File: src/rtl/rrf_alloc_pkg.sv
// Shared constants and helpers for the rename-register allocator.
// Sizes default to the RRF/ROB configuration used across dispatch.
package rrf_alloc_pkg;

   localparam int RRF_NUM_DEF = 64;
   localparam int RRF_SEL_DEF = 6;
   localparam int DP_WIDTH    = 2;

   // A request of 3 cannot be honoured by a 2-wide dispatch; treat it as 2.
   function automatic logic [1:0] clamp_req(input logic [1:0] req);
      return (req == 2'd3) ? 2'd2 : req;
   endfunction

endpackage

File: src/rtl/rrf_alloc.sv
// In-order RRF tag allocator: hands out up to two consecutive tags per cycle,
// reclaims retired entries and rewinds the allocation pointer on a mispredict.
module rrf_alloc
   import rrf_alloc_pkg::*;
#(
   parameter int RRF_NUM = RRF_NUM_DEF,
   parameter int RRF_SEL = RRF_SEL_DEF
) (
   input  logic               clk_i,
   input  logic               reset_ni,
   input  logic [1:0]         req_num_i,
   input  logic               stall_i,
   input  logic [1:0]         com_num_i,
   input  logic               prmiss_i,
   input  logic [RRF_SEL-1:0] rollback_ptr_i,
   output logic               allocatable_o,
   output logic [RRF_SEL-1:0] rrftag0_o,
   output logic [RRF_SEL-1:0] rrftag1_o,
   output logic               alloc_en0_o,
   output logic               alloc_en1_o,
   output logic [RRF_SEL-1:0] rrfptr_o,
   output logic               nextrrfcyc_o,
   output logic [RRF_SEL:0]   freenum_o
);

   localparam logic [RRF_SEL:0] FULL_CNT = (RRF_SEL+1)'(RRF_NUM);

   logic [RRF_SEL-1:0] rrfptr;
   logic [RRF_SEL-1:0] comptr;
   logic [RRF_SEL:0]   freenum;
   logic               nextrrfcyc;

   logic [1:0]         req_eff;
   logic [RRF_SEL:0]   req_w;
   logic [RRF_SEL:0]   com_w;
   logic [RRF_SEL:0]   alloc_w;
   logic               fire;
   logic [RRF_SEL:0]   ptr_sum;
   logic [RRF_SEL-1:0] comptr_next;
   logic [RRF_SEL-1:0] roll_dist;
   logic [RRF_SEL:0]   inflight;
   logic [RRF_SEL:0]   inflight_after;

   // Handshake: a slot's tag is taken exactly when its alloc_en is high in a
   // cycle; with no enable the dispatcher must present the request again.
   // There is no partial grant and a flush always wins over allocation.
   always_comb begin
      req_eff        = clamp_req(req_num_i);
      req_w          = (RRF_SEL+1)'(req_eff);
      com_w          = (RRF_SEL+1)'(com_num_i);
      allocatable_o  = (freenum >= req_w);
      fire           = reset_ni & allocatable_o & ~stall_i & ~prmiss_i;
      alloc_w        = fire ? req_w : '0;
      alloc_en0_o    = fire & (req_eff != 2'd0);
      alloc_en1_o    = fire & (req_eff == 2'd2);
      // The carry out of the pointer add is the wrap event (RRF_NUM is 2**RRF_SEL).
      ptr_sum        = {1'b0, rrfptr} + alloc_w;
      comptr_next    = comptr + RRF_SEL'(com_num_i);
      roll_dist      = rollback_ptr_i - comptr_next;
      inflight       = FULL_CNT - freenum;
      inflight_after = inflight - com_w;
   end

   assign rrftag0_o    = rrfptr;
   assign rrftag1_o    = rrfptr + RRF_SEL'(1);
   assign rrfptr_o     = rrfptr;
   assign nextrrfcyc_o = nextrrfcyc;
   assign freenum_o    = freenum;

   always_ff @(posedge clk_i or negedge reset_ni) begin
      if (!reset_ni) begin
         rrfptr     <= '0;
         comptr     <= '0;
         freenum    <= FULL_CNT;
         nextrrfcyc <= 1'b0;
      end else if (prmiss_i) begin
         rrfptr  <= rollback_ptr_i;
         comptr  <= comptr_next;
         freenum <= FULL_CNT - {1'b0, roll_dist};
         // Rolling back past index 0 returns to the previous wrap epoch.
         if (rollback_ptr_i > rrfptr) begin
            nextrrfcyc <= ~nextrrfcyc;
         end
      end else begin
         rrfptr     <= ptr_sum[RRF_SEL-1:0];
         nextrrfcyc <= nextrrfcyc ^ ptr_sum[RRF_SEL];
         comptr     <= comptr_next;
         freenum    <= freenum - alloc_w + com_w;
      end
   end

   a_retire_legal : assert property (@(posedge clk_i) disable iff (!reset_ni)
      com_w <= inflight);

   a_rollback_legal : assert property (@(posedge clk_i) disable iff (!reset_ni)
      prmiss_i |-> ((RRF_SEL+1)'(roll_dist) <= inflight_after));

endmodule

File: config.mk
export PLATFORM = sky130hd
export DESIGN_NAME = rrf_alloc
export DESIGN_NICKNAME = d
export VERILOG_FILES = /design/src/rtl/rrf_alloc_pkg.sv /design/src/rtl/rrf_alloc.sv
export SDC_FILE = /design/constraint.sdc
export NUM_CORES = 1
export LEC_CHECK = 0
export ABC_AREA = 0
export CAP_MARGIN = 30
export CORE_ASPECT_RATIO = 0.8
export CORE_UTILIZATION = 55
export DETAILED_ROUTE_END_ITERATION = 8
export GPL_TIMING_DRIVEN = 0
export HOLD_SLACK_MARGIN = 0.06
export PLACE_DENSITY = 0.94
export SYNTH_ARGS = -nofsm -noshare
export SYNTH_HDL_FRONTEND = slang
export SYNTH_SLANG_ARGS = --single-unit
File: constraint.sdc
create_clock -name clk_i -period 6.51 [get_ports clk_i]
set_clock_uncertainty 0.05 [all_clocks]
set_input_delay 1.302 -clock clk_i [delete_from_list [all_inputs] [get_ports clk_i]]
set_output_delay 1.302 -clock clk_i [all_outputs]
set_load 0.01 [all_outputs]
==> results.json, run 1 <==
{
  "synthToLayoutAreaGrowth_pct": 27.80,
  "status": "finished, final reports clean",
  "cts_htree_levels": 1,
  "synthCells": 202,
  "rr_worst_depth": 17,
  "min-delay-start": "comptr[5]",
  "antenna_found_initial": 0,
  "track_usage_pct": 24.57,
  "r2r-end": "freenum_o[6]",
  "wl_met2_um": 1842,
  "fin_tns_setup_ns": 0,
  "peakVddDrop_v": 0.0003661,
  "start_util_pct": 59.66,
  "critical_path_class": "in -> out",
  "overflow": 0,
  "yosysSeqAreaShare_pct": 26.30,
  "die_h_um": 54.68,
  "top_layer_used": "met4",
  "period_needed_ns": 4.861,
  "startpoint_type": "input port",
  "gp_congestion": 0.8171,
  "p_clk_share_pct": 8.6,
  "async_flop_share_pct": 100.0,
  "worst-path-max-fanout": 6,
  "viasPerCell": 5.264,
  "hpwl_um": 3293,
  "drcViolationCount": 0,
  "dr.pass1.iters": 4,
  "cts_tree": "yes",
  "clk-insertion-delay-late_ns": 0.26,
  "hold_viol_final": 0,
  "relSlewSlack_pct": 70.78,
  "cts_buffers": 3,
  "grt_pass1_wl_um": 6437,
  "std_cell_rows": 18,
  "diodes": 0,
  "yosysWarnings": 0,
  "p_per_area_mw_per_mm2": 462.7,
  "placedCellCount": 283,
  "min_to": "comptr[5]",
  "pwr-share-comb_pct": 71.5,
  "rrSetupSlack_ns": 2.91,
  "grt_start_max_net_pins": 22,
  "vias": 1516,
  "drive_above_1_share_pct": 9.274,
  "antenna_left": 0,
  "final_util_pct": 76.25,
  "setup_viol": 0,
  "fmax_mhz": 205.7,
  "synth_nets": 252,
  "cap_violations": 0,
  "ys_dominant_reg_cell": "dfrtp_1",
  "r2r-start": "freenum_o[3]",
  "nNetsFinal": 299,
  "synth-seq-cells": 20,
  "cell_internal_pwr_w": 0.0006267,
  "crit_path_end_kind": "output pin",
  "regArea_um2": 501.7,
  "p_sw_w": 0.0005017,
  "wl_met1_um": 1872,
  "grt_pass1_vias": 1421,
  "drt-total-wl_um": 4050,
  "cts_sinks": 20,
  "cts_resized": 0,
  "fillers": 235,
  "routedWlPerCell_um": 14.06,
  "cp_data_arrival_time_ns": 3.51,
  "cts_hold_buf": 0,
  "switching_share_pct": 44.46,
  "die_x_um": 67.85,
  "final_cell_area_mm2": 0.002439,
  "synth.distinct_cells": 39,
  "syn-cell-area_mm2": 0.001908,
  "postCtsSetupBuffers": 0,
  "required_ns": 5.16,
  "clk_pin_slew_ns": 0.07,
  "multi_input_comb_area_mm2": 0.001249,
  "holdWs_ns": 0.4296,
  "drv_slew": 0,
  "holdPathStages": 1,
  "p_leak_nw": 1.152,
  "power_frac_seq_pct": 19.9,
  "hp-class": "reg -> reg",
  "clock_path_buffers": 2,
  "finalCritPeriodShare_pct": 74.67,
  "worstMarginPinSlew_ns": 0.4382,
  "rsz0062_at_grt": "no",
  "dr_wl_met3_um": 281,
  "avgSynthCellArea_um2": 9.446,
  "synth_edf_count": 0,
  "io_pins": 43,
  "dieArea_mm2": 0.003710,
  "place_area_mm2": 0.002369,
  "core_area_mm2": 0.003198,
  "place.port_buffers": 41,
  "final_cells": 288,
  "first_iter_violations": 86,
  "cts-root-buf": "clkbuf_8"
}
## kinds of logic (layout without fill, tap and decap cells)
kind of cell | count (synthesis) | in the layout | share of synthesized area, %
XOR/XNOR | 24 | 24 | 12.59
flip-flops | 20 | 20 | 26.30
AND/OR/NAND/NOR | 45 | 45 | 11.80
buffers and inverters | 36 | 82 | 8.262
adder cells (fa/ha/maj) | 36 | 36 | 25.57
AO/OA/AOI/OAI | 37 | 37 | 13.25
multiplexers | 4 | 4 | 2.229
## layout by cell type (no fill, tap or decap), types with 2 or more instances in the layout
master           count
clkbuf_8             4
o21bai_1             3
mux2i_1              2
nor2b_1              3
and2_1               3
nor3_1               3
mux2_2               2
nand2_1             15
fa_1                 5
nand3_1              9
xor2_2               2
clkdlybuf4s50_1     41
ha_1                31
clkbuf_1             2
nor2_1               5
xor2_1               8
a21oi_1              9
nand4_1              2
dfrtp_1             19
buf_4                6
xnor2_1             13
a21o_1               3
o21ai_0              8
o21a_1               5
o211ai_1             2
inv_1               27
## through the flow
step	setup WS, ns	power [W]
after floorplan	2.163	0.0008049
after global placement	1.513	0.0009893
after detailed placement	1.427	0.001027
after CTS	1.625	0.001132
after global routing	1.417	0.001233
final	1.649	0.001128
## area by class of cell
| cell class | instances | area share, % |
|---|---|---|
| clock buffer | 4 | 2.258 |
| inverter | 28 | 4.310 |
| buffer | 8 | 2.155 |
| sequential | 20 | 20.57 |
| timing repair buffer | 42 | 17.44 |
| multi-input combinational | 146 | 51.21 |
| tap | 40 | 2.052 |
## per-layer routing
metal	vias up	global-route usage (%)
met4	0	6.944
li1	760	-
met3	6	6.250
met1	697	33.42
met5	-	0
met2	53	38.78
## power by group through the flow
stage	combinational [W]	clock [W]	sequential, W
5_1_grt	0.000896	0.000104	0.000233
3_3_place_gp	0.000765	0	0.000224
6_report	0.000807	0.0000974	0.000224
2_1_floorplan	0.000572	0	0.000233
3_5_place_dp	0.000800	0	0.000227
4_1_cts	0.000809	0.0000990	0.000225
## flip-flops by register name (all words and copies together) (netlist names)
signal and flops:
freenum_o 7, rrfptr_o 6, nextrrfcyc_o 1, comptr 6
## worst max-delay path, cell delays in order
cell and delay, ns:
clkdlybuf4s50_1 0.48, nor2b_1 0.20, ha_1 0.25, a41o_1 0.23, nand2_1 0.06, nand4_1 0.13, and3_1 0.23, and2_1 0.16
clkdlybuf4s50_1 0.48
## worst max-delay path by stage
stage,from,endpoint,slack (ns),depth (start not counted)
after floorplan,req_num_i[0],freenum_o[6],2.16,16
after global placement,req_num_i[1],freenum_o[6],1.51,17
after detailed placement,req_num_i[1],freenum_o[5],1.43,17
after CTS,req_num_i[1],alloc_en1_o,1.63,9
after global routing,req_num_i[1],freenum_o[5],1.42,17
final,req_num_i[1],alloc_en1_o,1.65,9
## synthesized netlist by cell type, drive strengths merged (2+ instances only)
| master | instances | area (µm²) |
|---|---|---|
| ha | 31 | 387.9 |
| inv | 27 | 101.4 |
| dfrtp | 19 | 475.5 |
| nand2 | 15 | 56.30 |
| xnor2 | 13 | 113.9 |
| a21oi | 10 | 53.80 |
| o21ai | 10 | 53.80 |
| xor2 | 10 | 102.6 |
| nand3 | 9 | 45.04 |
| buf | 6 | 45.04 |
| fa | 5 | 100.1 |
| nor2 | 5 | 18.77 |
| o21a | 5 | 37.54 |
| nor3 | 4 | 25.02 |
| a21o | 3 | 22.52 |
| and2 | 3 | 18.77 |
| nor2b | 3 | 18.77 |
| o21bai | 3 | 22.52 |
| clkbuf | 2 | 7.510 |
| mux2 | 2 | 22.52 |
| mux2i | 2 | 20.02 |
| nand4 | 2 | 12.51 |
| o211ai | 2 | 15.01 |
Power figures use the tool's default switching activity.
==> run 2, diff against run 1 <==
--- a/config.mk
+++ b/config.mk
@@ -8,11 +8,11 @@
 export ABC_AREA = 0
 export CAP_MARGIN = 30
 export CORE_ASPECT_RATIO = 0.8
-export CORE_UTILIZATION = 55
+export CORE_UTILIZATION = 51
 export DETAILED_ROUTE_END_ITERATION = 8
 export GPL_TIMING_DRIVEN = 0
 export HOLD_SLACK_MARGIN = 0.06
-export PLACE_DENSITY = 0.94
+export PLACE_DENSITY = 0.89
 export SYNTH_ARGS = -nofsm -noshare
 export SYNTH_HDL_FRONTEND = slang
 export SYNTH_SLANG_ARGS = --single-unit
==> constraint.sdc (replaced) <==
create_clock -name clk_i -period 4.5 [get_ports clk_i]
set_clock_uncertainty 0.05 [all_clocks]
set_input_delay 0.9 -clock clk_i [delete_from_list [all_inputs] [get_ports clk_i]]
set_output_delay 0.9 -clock clk_i [all_outputs]
set_load 0.01 [all_outputs]
==> results.json, run 2 (same netlist as run 1, synthesis figures left out) <==
{
  "clock_path_buffers": 2,
  "postCtsSetupBuffers": 0,
  "clk-insertion-delay-late_ns": 0.26,
  "antenna_left": 0,
  "drt-total-wl_um": 4117,
  "drive_above_1_share_pct": 10.89,
  "status": "finished, final reports clean",
  "crit_buf_inv": 2,
  "period_needed_ns": 4.315,
  "finalCritPeriodShare_pct": 95.89,
  "start_util_pct": 54.60,
  "routedWlPerCell_um": 14.20,
  "rsz0062_at_grt": "no",
  "diodes": 0,
  "core_area_mm2": 0.003495,
  "antenna_found_initial": 0,
  "place_area_mm2": 0.002371,
  "min_to": "comptr[5]",
  "vias": 1539,
  "cts_sinks": 20,
  "gp_congestion": 0.7974,
  "cts_buffers": 3,
  "overflow": 0,
  "worst-path-max-fanout": 5,
  "p_total_w": 0.001686,
  "cts_htree_levels": 1,
  "p_leak_nw": 1.166,
  "grt_pass1_vias": 1478,
  "r2r-end": "freenum_o[5]",
  "grt_start_max_net_pins": 22,
  "cp_common_cell": "ha_1",
  "die_x_um": 70.39,
  "layout_setup_ws_ns": 0.1849,
  "cap_violations": 0,
  "critical_path_class": "in -> reg",
  "drcViolationCount": 0,
  "final_cell_area_mm2": 0.002470,
  "final_cell_mix": "clkdlybuf4s50_1 (40), ha_1 (31), inv_1 (27), dfrtp_1 (19), nand2_1 (15)",
  "viasPerCell": 5.307,
  "p_per_area_mw_per_mm2": 682.7,
  "largest_register_ff_count": 7,
  "required_ns": 4.58,
  "first_iter_violations": 74,
  "dr.pass1.iters": 4,
  "r2r-start": "freenum_o[3]",
  "post-place-ws_ns": -0.2887,
  "path_cells": "clkdlybuf4s50_1 -> nor2b_2 -> ha_1 -> a41o_1 -> nand2_1 -> nand4_1 -> and3_4 -> and2_1 -> fa_1 -> inv_1 -> ha_1 -> a21o_1 -> a21oi_2 -> o21bai_1 -> a21oi_1 -> xnor2_1 -> mux2i_1",
  "peakVddDrop_v": 0.0005740,
  "startpoint_type": "input port",
  "cts-root-buf": "clkbuf_8",
  "fmax_mhz": 231.7,
  "crit_path_max_incr_delay_ns": 0.49,
  "rr_worst_depth": 17,
  "dieArea_mm2": 0.003992,
  "drv_slew": 0,
  "grt_pass1_wl_um": 6900,
  "placedCellCount": 285,
  "cpMaxStageDelayCell": "fa_1",
  "std_cell_rows": 19,
  "cts_hold_buf": 0,
  "cts_tree": "yes",
  "setup_viol": 0,
  "min-delay-start": "comptr[5]",
  "die_h_um": 56.71,
  "place.port_buffers": 41,
  "crit_family": "adder cells",
  "hold_viol_final": 0,
  "io_pins": 43,
  "relSlewSlack_pct": 67.90,
  "rrSetupSlack_ns": 0.90,
  "cp_data_arrival_time_ns": 4.40,
  "track_usage_pct": 22.06,
  "clk_pin_slew_ns": 0.08,
  "hpwl_um": 3316,
  "hp-class": "reg -> reg",
  "holdPathStages": 1,
  "synthToLayoutAreaGrowth_pct": 29.44,
  "worstMarginPinSlew_ns": 0.4814,
  "final_cells": 290,
  "final_util_pct": 70.68,
  "mostFrequentLayoutCell": "clkdlybuf4s50_1",
  "crit_path_end_kind": "flip-flop",
  "nNetsFinal": 299
}
==> run 2: through the flow <==
| stage | TNS (ns) | hold WS (ns) |
|---|---|---|
| final | 0 | 0.4273 |
| after floorplan | 0 | 0.3933 |
| after global routing | 0 | 0.4617 |
| after global placement | -0.1979 | 0.4074 |
| after detailed placement | -0.5200 | 0.4136 |
| after CTS | 0 | 0.4286 |
==> run 2: final cells by class <==
cell class	instances	area, µm²
fill	259	1025
buffer	8	52.55
multi-input combinational	146	1262
clock buffer	3	41.29
timing repair buffer	42	424.2
tap	42	52.55
sequential	20	501.7
inverter	28	105.1
clock inverter	1	30.03
==> run 2: worst max path at each step <==
stage | end | startpoint | slack, ns | cells after the start
3_3_place_gp | freenum_o[6] | req_num_i[1] | -0.11 | 17
4_1_cts | freenum_o[6] | req_num_i[1] | 0.04 | 17
3_5_place_dp | freenum_o[5] | req_num_i[1] | -0.29 | 17
2_1_floorplan | freenum_o[6] | req_num_i[0] | 0.56 | 16
5_1_grt | freenum_o[6] | req_num_i[0] | 0.009 | 17
6_report | freenum_o[5] | req_num_i[0] | 0.18 | 17
==> run 2: report_power, final <==
group	internal, W	switching (W)
logic	0.000574	0.000603
clock network	0.000119	0.0000648
registers	0.000261	0.0000651
==> run 2: metal layers <==
layer,track usage (%),routed length (µm),vias to the layer above
met1,29.67,1875,720
met2,36.60,1962,46
met3,5.027,232,6
li1,-,-,767
met5,0,0,-
met4,4.000,47,0
==> run 2: repair_timing <==
action / in CTS / in global routing
resized for setup: 1 / 4
pin swaps: 0 / 3
endpoints found under the setup margin: 1 / 2
==> run 2: worst register-to-register path: stages (launching register included) <==
cell	delay (ns)
dfrtp_1	0.38
inv_1	0.09
ha_1	0.21
nor2b_1	0.14
a41o_1	0.22
nand2_1	0.06
nand4_1	0.13
and3_4	0.23
and2_1	0.19
fa_1	0.49
inv_1	0.07
ha_1	0.29
a21o_1	0.19
a21oi_2	0.19
o21bai_1	0.08
a21oi_1	0.19
xnor2_1	0.16
mux2i_1	0.10
==> run 3, diff against run 2 <==
==> constraint.sdc (replaced) <==
create_clock -name clk_i -period 4.88 [get_ports clk_i]
set_clock_uncertainty 0.05 [all_clocks]
set_input_delay 0.976 -clock clk_i [delete_from_list [all_inputs] [get_ports clk_i]]
set_output_delay 0.976 -clock clk_i [all_outputs]
set_load 0.01 [all_outputs]
==> results.json, run 3 (same netlist as run 1, synthesis figures left out) <==
{
  "holdWs_ns": 0.4282,
  "drt-total-wl_um": 4131,
  "rsz0062_at_grt": "no",
  "antenna_found_initial": 0,
  "gp_congestion": 0.7974,
  "routedWlPerCell_um": 14.24,
  "vias": 1528,
  "cts-root-buf": "clkbuf_8",
  "cts_sinks": 20,
  "required_ns": 4.96,
  "p_total_w": 0.001544,
  "grt_start_max_net_pins": 22,
  "clk_pin_slew_ns": 0.08,
  "drv_slew": 0,
  "nNetsFinal": 299,
  "post-place-ws_ns": 0.01530,
  "grt_pass1_wl_um": 6906,
  "cap_violations": 0,
  "r2r-start": "freenum_o[3]",
  "worst-path-max-fanout": 6,
  "min-delay-start": "comptr[5]",
  "io_pins": 43,
  "cp_data_arrival_time_ns": 4.67,
  "startpoint_type": "input port",
  "mostFrequentLayoutCell": "clkdlybuf4s50_1",
  "finalCritPeriodShare_pct": 94.01,
  "cts_buffers": 3,
  "fin_tns_setup_ns": 0,
  "peakVddDrop_v": 0.0005260,
  "layout_setup_ws_ns": 0.2924,
  "cts_resized": 0,
  "die_x_um": 70.39,
  "dieArea_mm2": 0.003992,
  "start_util_pct": 54.60,
  "viasPerCell": 5.269,
  "overflow": 0,
  "dr.pass1.iters": 4,
  "hpwl_um": 3316,
  "min_to": "comptr[5]",
  "postCtsSetupBuffers": 0,
  "synthToLayoutAreaGrowth_pct": 28.59,
  "crit_path_end_kind": "flip-flop",
  "hp-class": "reg -> reg",
  "holdPathStages": 1,
  "largest_register_ff_count": 7,
  "r2r-end": "freenum_o[5]",
  "cts_hold_buf": 0,
  "diodes": 0,
  "first_iter_violations": 45,
  "clock_path_buffers": 2,
  "period_needed_ns": 4.588,
  "clk-insertion-delay-late_ns": 0.26,
  "antenna_left": 0,
  "rrSetupSlack_ns": 1.16,
  "rr_worst_depth": 17,
  "grt_pass1_vias": 1481,
  "fmax_mhz": 218.0,
  "drcViolationCount": 0,
  "hold_viol_final": 0,
  "relSlewSlack_pct": 68.22,
  "place.port_buffers": 41,
  "setup_viol": 0,
  "p_leak_nw": 1.157,
  "cts_tree": "yes",
  "cts_htree_levels": 1,
  "worstMarginPinSlew_ns": 0.4767,
  "critical_path_class": "in -> reg",
  "die_h_um": 56.71,
  "status": "finished, final reports clean",
  "drive_above_1_share_pct": 9.274,
  "std_cell_rows": 19,
  "core_area_mm2": 0.003495,
  "p_per_area_mw_per_mm2": 629.3,
  "final_cell_mix": "clkdlybuf4s50_1 (41), ha_1 (31), inv_1 (27), dfrtp_1 (19), nand2_1 (15)",
  "track_usage_pct": 22.06
}
[run 3: per-stage QoR]
step	instances	utilization, %	cell area, µm²
after global placement	285	67.85	2371
after floorplan	202	-	1908
final	290	70.21	2454
after CTS	289	69.89	2442
after detailed placement	285	67.85	2371
after global routing	290	70.21	2454
[run 3: worst max-delay path: stages]
cell and delay (ns):
clkdlybuf4s50_1 0.49, nor2b_1 0.19, ha_1 0.26, a41o_1 0.25, nand2_1 0.07, nand4_1 0.15, and3_1 0.25, and2_1 0.21
fa_1 0.49, inv_1 0.07, ha_1 0.29, a21o_1 0.18, a21oi_1 0.24, o21bai_1 0.09, a21oi_1 0.22, xnor2_1 0.16
mux2i_1 0.10
[run 3: worst max path at each step]
stage | from | endpoint | slack, ns | depth (start not counted)
finish | req_num_i[1] | freenum_o[5] | 0.29 | 17
global route | req_num_i[1] | freenum_o[6] | 0.08 | 17
CTS | req_num_i[1] | freenum_o[5] | 0.29 | 17
detailed placement | req_num_i[1] | freenum_o[5] | 0.02 | 17
global placement | req_num_i[1] | freenum_o[6] | 0.19 | 17
floorplan | req_num_i[0] | freenum_o[6] | 0.86 | 16
[run 3: final cells by class]
class                   instances  area, µm²
plain buffers                   8      52.55
clock buffers                   3      41.29
clock inverters                 1      30.03
fillers                       260       1041
inverters                      28      105.1
multi-input cells             146       1249
flip-flops and latches         20      501.7
well taps                      42      52.55
repair buffers                 42      421.7
[run 3: where the power goes]
| part | internal [W] | switching [W] | leakage [nW] |
|---|---|---|---|
| logic | 0.000524 | 0.000550 | 0.886 |
| clock network | 0.000110 | 0.0000594 | 0.0357 |
| registers | 0.000240 | 0.0000607 | 0.235 |
| total | 0.000874 | 0.000670 | 1.16 |
[run 3: metal layers]
metal | vias up | share of wire (%) | global-route usage (%) | routed length (µm)
li1 | 767 | - | - | -
met1 | 717 | 48 | 29.67 | 1978
met2 | 38 | 47 | 36.60 | 1934
met3 | 6 | 4.1 | 5.027 | 168
met4 | 0 | 1.2 | 4.000 | 51
met5 | - | 0 | 0 | 0
